File: src/rtl/sp_burst_drain.sv
// sp_burst_drain: captures one contiguous burst of SP results into a small
// buffer, then replays the words in arrival order over a valid/ready port,
// flagging the final word with out_last.
//
// Optional feature (macro SP_BURST_SUM_EN): when defined, one extra summary
// word (saturated signed sum of the stored words) is appended after the last
// data word, and out_last marks that summary word instead.
//
// state | meaning
// ------+--------------------------------------------------------------
// IDLE  | waiting for the first in_valid of a burst
// FILL  | storing burst words until in_valid drops
// DRAIN | replaying stored words; new input words are dropped (ovf=1)

module sp_burst_drain #(
    parameter int DEPTH = 8,
    parameter int DW    = 9
) (
    input  logic          clk,
    input  logic          rst_n,
    input  logic          in_valid,
    input  logic [DW-1:0] in_data,
    input  logic          out_ready,
    output logic          out_valid,
    output logic [DW-1:0] out_data,
    output logic          out_last,
    output logic          busy,
    output logic          ovf
);

    localparam int AW = $clog2(DEPTH);

    localparam logic [1:0] S_IDLE  = 2'd0;
    localparam logic [1:0] S_FILL  = 2'd1;
    localparam logic [1:0] S_DRAIN = 2'd2;

    localparam logic [AW:0] CNT_ONE  = (AW+1)'(1);
    localparam logic [AW:0] CNT_FULL = (AW+1)'(DEPTH);

    logic [1:0]    state;
    logic [DW-1:0] mem [DEPTH];
    logic [AW:0]   wr_cnt;
    logic [AW-1:0] rd_ptr;
    logic          ovf_r;

    logic          last_data;
    logic          store_en;
    logic [AW-1:0] wr_idx;
    logic [DW-1:0] word_sel;
    logic          last_sel;

    // rd_ptr points at the last stored word when it equals wr_cnt-1
    assign last_data = ({1'b0, rd_ptr} == (wr_cnt - CNT_ONE));
    assign store_en  = in_valid &&
                       ((state == S_IDLE) || ((state == S_FILL) && (wr_cnt < CNT_FULL)));
    assign wr_idx    = (state == S_IDLE) ? '0 : wr_cnt[AW-1:0];

`ifdef SP_BURST_SUM_EN
    localparam int SW = DW + AW;
    localparam logic signed [SW-1:0] SUM_MAX = {{(AW+1){1'b0}}, {(DW-1){1'b1}}};
    localparam logic signed [SW-1:0] SUM_MIN = {{(AW+1){1'b1}}, {(DW-1){1'b0}}};

    logic signed [SW-1:0] acc;
    logic signed [SW-1:0] in_ext;
    logic [DW-1:0]        sum_sat;
    logic                 sum_phase;

    assign in_ext = {{AW{in_data[DW-1]}}, in_data};

    // Clamp the wide accumulator into the DW-bit two's complement range
    always_comb begin
        sum_sat = acc[DW-1:0];
        if (acc > SUM_MAX) begin
            sum_sat = {1'b0, {(DW-1){1'b1}}};
        end else if (acc < SUM_MIN) begin
            sum_sat = {1'b1, {(DW-1){1'b0}}};
        end
    end

    // Accumulate exactly the words that get stored; restart on a new burst
    always_ff @(posedge clk) begin
        if (!rst_n) begin
            acc <= '0;
        end else if (store_en) begin
            acc <= (state == S_IDLE) ? in_ext : (acc + in_ext);
        end
    end

    assign word_sel = sum_phase ? sum_sat : mem[rd_ptr];
    assign last_sel = sum_phase;
`else
    assign word_sel = mem[rd_ptr];
    assign last_sel = last_data;
`endif

    // Burst buffer write port; contents need no reset since wr_cnt gates reads
    always_ff @(posedge clk) begin
        if (rst_n && store_en) begin
            mem[wr_idx] <= in_data;
        end
    end

    // Control FSM: fill, then drain with handshake, sticky overflow tracking
    always_ff @(posedge clk) begin
        if (!rst_n) begin
            state  <= S_IDLE;
            wr_cnt <= '0;
            rd_ptr <= '0;
            ovf_r  <= 1'b0;
`ifdef SP_BURST_SUM_EN
            sum_phase <= 1'b0;
`endif
        end else begin
            case (state)
                S_IDLE: begin
                    if (in_valid) begin
                        wr_cnt <= CNT_ONE;
                        ovf_r  <= 1'b0;
                        state  <= S_FILL;
                    end
                end
                S_FILL: begin
                    if (in_valid) begin
                        if (wr_cnt < CNT_FULL) begin
                            wr_cnt <= wr_cnt + CNT_ONE;
                        end else begin
                            ovf_r <= 1'b1;
                        end
                    end else begin
                        rd_ptr <= '0;
                        state  <= S_DRAIN;
                    end
                end
                S_DRAIN: begin
                    if (in_valid) begin
                        ovf_r <= 1'b1;
                    end
                    if (out_ready) begin
`ifdef SP_BURST_SUM_EN
                        if (sum_phase) begin
                            sum_phase <= 1'b0;
                            state     <= S_IDLE;
                        end else if (last_data) begin
                            sum_phase <= 1'b1;
                        end else begin
                            rd_ptr <= rd_ptr + 1'b1;
                        end
`else
                        if (last_data) begin
                            state <= S_IDLE;
                        end else begin
                            rd_ptr <= rd_ptr + 1'b1;
                        end
`endif
                    end
                end
                default: begin
                    state <= S_IDLE;
                end
            endcase
        end
    end

    // Outputs depend only on registered state, never on out_ready
    assign out_valid = (state == S_DRAIN);
    assign busy      = (state != S_IDLE);
    assign out_data  = out_valid ? word_sel : '0;
    assign out_last  = out_valid && last_sel;
    assign ovf       = ovf_r;

endmodule

File: config.mk
export PLATFORM = sky130hd
export DESIGN_NAME = sp_burst_drain
export DESIGN_NICKNAME = d
export VERILOG_FILES = /design/src/rtl/sp_burst_drain.sv
export SDC_FILE = /design/constraint.sdc
export NUM_CORES = 1
export LEC_CHECK = 0
export CORE_UTILIZATION = 40
export CTS_BUF_LIST = sky130_fd_sc_hd__clkbuf_8
export DETAILED_ROUTE_END_ITERATION = 7
export PLACE_DENSITY = 0.63
export SYNTH_ARGS = -nofsm -noshare
export SYNTH_HDL_FRONTEND = slang
export SYNTH_SLANG_ARGS = --single-unit
File: constraint.sdc
create_clock -name clk -period 3.3 [get_ports clk]
set_clock_uncertainty 0.15 [all_clocks]
set_input_delay 0.66 -clock clk [delete_from_list [all_inputs] [get_ports clk]]
set_output_delay 0.66 -clock clk [all_outputs]
set_load 0.02 [all_outputs]
==> parameters.txt <==
Parameter                              Value

Cells and area
  Fraction of final layout cells sized beyond drive strength 1 ... 0.2109
  Net total in the final layout ... 291
  Final std cells w/o fill ... 383
  Total of fill cells in the finished design ... 763
  Final design area excluding fillers ... 4299 um^2
  End-of-flow core utilization ... 0.4906
  Area growth from synthesis to layout ... 17.71%
  Number of antenna cells inserted ... 0

CTS
  Clock tree from TritonCTS ... done
  Clock Latency Late Sink ... 0.34 ns
  Clock transition at the registers of the reported paths ... 0.08 ns
  Number of CTS-inserted buffers ... 9
  H-tree levels ... 3
  Number of buffers between clock root and the deepest sink ... 2
  Number of clock sinks ... 85
  # hold bufs at CTS ... 0
  Cell at the root of the clock tree ... sky130_fd_sc_hd__clkbuf_8

Global routing
  Total congestion overflow after global routing ... 0
  Antenna violations before repair ... 0
  Number of global-route vias before repair ... 1991
  Wire length of the first global-routing pass ... 10630 um
  Total global-route track usage ... 0.1496
  Pin count of the biggest net entering global routing ... 19

Synthesis
  Post-synthesis instance area ... 3652 um^2
  Register bit count reported by yosys ... 85
  Number of nets in the synthesized netlist ... 251
  Mean post-synth cell area ... 15.88 um^2
  Ys async rst share ... 0
  Warnings, synthesis ... 0
  Yosys top cell by area ... sky130_fd_sc_hd__edfxtp_1
  Prevailing post-synth register cell ... sky130_fd_sc_hd__edfxtp_1
  Cells after Synth ... 230
  Commonest cells post-synth ... sky130_fd_sc_hd__edfxtp_1, sky130_fd_sc_hd__mux4_2, sky130_fd_sc_hd__nor2_1, sky130_fd_sc_hd__nand2_1, sky130_fd_sc_hd__dfxtp_1
  Number of different library cells in the post-synthesis netlist ... 43
  EDFF count, synth ... 72
  Dominant cell by count in the synthesized netlist ... sky130_fd_sc_hd__edfxtp_1
  Sequential area share after synthesis ... 0.6632
  Synth top area share ... 0.5920
  Leading cell types by total area after synthesis ... sky130_fd_sc_hd__edfxtp_1, sky130_fd_sc_hd__mux4_2, sky130_fd_sc_hd__dfxtp_1

Setup path
  Reg2Reg Launch Point ... state[1]
  Critical path data required time ... 2.49 ns
  Crit path arrival time ... 2.21 ns
  Worst setup slack for register-to-register paths ... 0.81 ns
  List of cells traversed by the critical path ... buf_12 > mux4_2 > mux2i_1 > nor2b_1 > clkdlybuf4s50_1
  Delay contributed by the slowest stage of the critical path ... 0.54 ns
  Cell with the biggest individual delay on the critical path ... sky130_fd_sc_hd__clkdlybuf4s50_1
  Count of buffer and inverter cells on the critical path ... 2
  Worst-case reg-to-reg path depth ... 6
  Type of destination of the critical path ... primary output
  CP Launch Type ... flip-flop
  Worst-path maximum fanout ... 18
  Critical setup path kind ... reg2out
  Cell family contributing the most delay on the critical path ... buffers and inverters
  Worst R2R End ... mem[7][6]

Drt
  Detail-routed via count per cell ... 5.245
  Routed len/inst ... 17.11 um
  Final ANT Viol Nets ... 0
  TritonRoute pass-1 iters ... 4
  DRC marker count from the first detailed-route iteration ... 54
  Post-detailed-routing wire length ... 6554 um
  Total via count after detailed routing ... 2009
  Remaining DRCs ... 0

Floorplanning
  Width of the die ... 97.56 um
  Overall die area ... 9517 um^2
  # rows ... 34
  Die Y-Extent ... 97.56 um
  Placeable Area ... 8763 um^2
  Initial cell density of the core ... 0.4168
  Top-Level Pins ... 26

Placement
  GPL Wtd Cong ... 0.7697
  Placed standard-cell area ... 4114 um^2
  Placed Instances ... 367
  Final HPWL from detailed placement ... 4463 um
  Place WS ... 0.2807 ns
  Port Buf Inserts ... 25

Run
  Max-cap viol count ... 0

Power
  Peak ir drop on the vdd network ... 0.2910 mV
  P per Cell Area ... 505.7 nW/um^2
  Static power due to leakage ... 1.412 nW
  Power, Total ... 2.174 mW

Worst hold path
  Hold path start ... state[1]
  End point of the most critical hold path ... state[1]
  Number of cells on the worst hold path ... 2
  HP Class ... reg2reg

Timing
  RSZ-0062 raised after global routing ... no
  Final period utilization ... 0.9162
  Hold Slack ... 0.3563 ns
  Final Setup Violations ... 0
  Final worst-path setup slack ... 0.2765 ns
  Final Hold Vio Count ... 0
  Transition time at the pin with the least slew margin ... 0.6652 ns
  Min cycle time layout ... 3.023 ns
  Final Max Slew Viols ... 0
  Worst slew margin ... 0.5560
  Sum of negative setup slack ... 0 ns
  FMAX ... 0.3307 GHz

Status
  Result of the run ... finished, final reports clean
==> timing repair <==
| action | 4_1_cts | 5_1_grt |
|---|---|---|
| resized for setup | 2 | 3 |
| buffers inserted | 0 | 0 |
| setup endpoints to repair | 1 | 4 |
==> cells by family after synthesis <==
logic type | after synthesis | share of synthesized area
DFF | 85 | 0.6632
and+or+nand+nor | 56 | 0.07400
muxes | 30 | 0.1439
AOI/OAI and AO/OA | 26 | 0.05515
buffers and inverters | 21 | 0.02672
adders and majority gates | 8 | 0.02741
xor gates and xnor gates | 4 | 0.009594
==> state kept, by name (all words and copies together) (netlist names), named ones only <==
register	flops
mem	72
wr_cnt	4
rd_ptr	3
state	2
ovf	1
==> power breakdown <==
part / total, mW / switching, mW / internal (mW)
combinational: 0.324 / 0.176 / 0.148
clock: 0.645 / 0.369 / 0.276
sequential: 1.21 / 0.0176 / 1.19
total: 2.17 / 0.563 / 1.61
==> placed cells by master, fill, tap and decap left out, types with 9 or more instances in the layout <==
| cell type | instances |
|---|---|
| sky130_fd_sc_hd__dfxtp_1 | 11 |
| sky130_fd_sc_hd__nor2b_1 | 11 |
| sky130_fd_sc_hd__clkbuf_8 | 9 |
| sky130_fd_sc_hd__nand2_1 | 15 |
| sky130_fd_sc_hd__nor2_1 | 16 |
| sky130_fd_sc_hd__mux2i_1 | 12 |
| sky130_fd_sc_hd__buf_4 | 17 |
| sky130_fd_sc_hd__mux4_2 | 18 |
| sky130_fd_sc_hd__edfxtp_1 | 72 |
| sky130_fd_sc_hd__clkdlybuf4s50_1 | 24 |
==> worst max path at each step <==
stage,startpoint,endpoint,slack (ns),cells past startpoint
6_report,flip-flop,out_data[6],0.28,5
5_1_grt,flip-flop,out_data[2],0.17,5
4_1_cts,wr_cnt[0],out_last,0.001,7
3_5_place_dp,wr_cnt[0],out_last,0.28,7
3_3_place_gp,wr_cnt[0],out_last,0.35,7
2_1_floorplan,state[1],mem[1][0],0.79,6
==> layer usage <==
layer  vias up  GRT usage  share of wire
met2        37     0.2415           0.50
met3         8    0.03597          0.034
met5         -          0              0
li1        964          -              -
met4         0    0.04525          0.010
met1      1000     0.2009           0.46
==> final cells by class <==
class                      count  area [um^2]  share of cell area
sequential                    85         2425              0.5640
multi-input combinational    124         1137              0.2646
timing repair buffer          43        400.4             0.09313
clock inverter                 7        51.30             0.01193
clock buffer                   9        123.9             0.02881
tap                          108        135.1             0.03143
inverter                       7        26.28            0.006112
==> worst reg2reg max path: stages (launching register included) <==
cell and delay [ns]:
sky130_fd_sc_hd__dfxtp_1 0.34, sky130_fd_sc_hd__inv_1 0.11, sky130_fd_sc_hd__ha_1 0.45, sky130_fd_sc_hd__nor3b_1 0.39
sky130_fd_sc_hd__nand3b_1 0.20, sky130_fd_sc_hd__nor2_1 0.31, sky130_fd_sc_hd__buf_4 0.25
(Power assumes the default switching activity.)
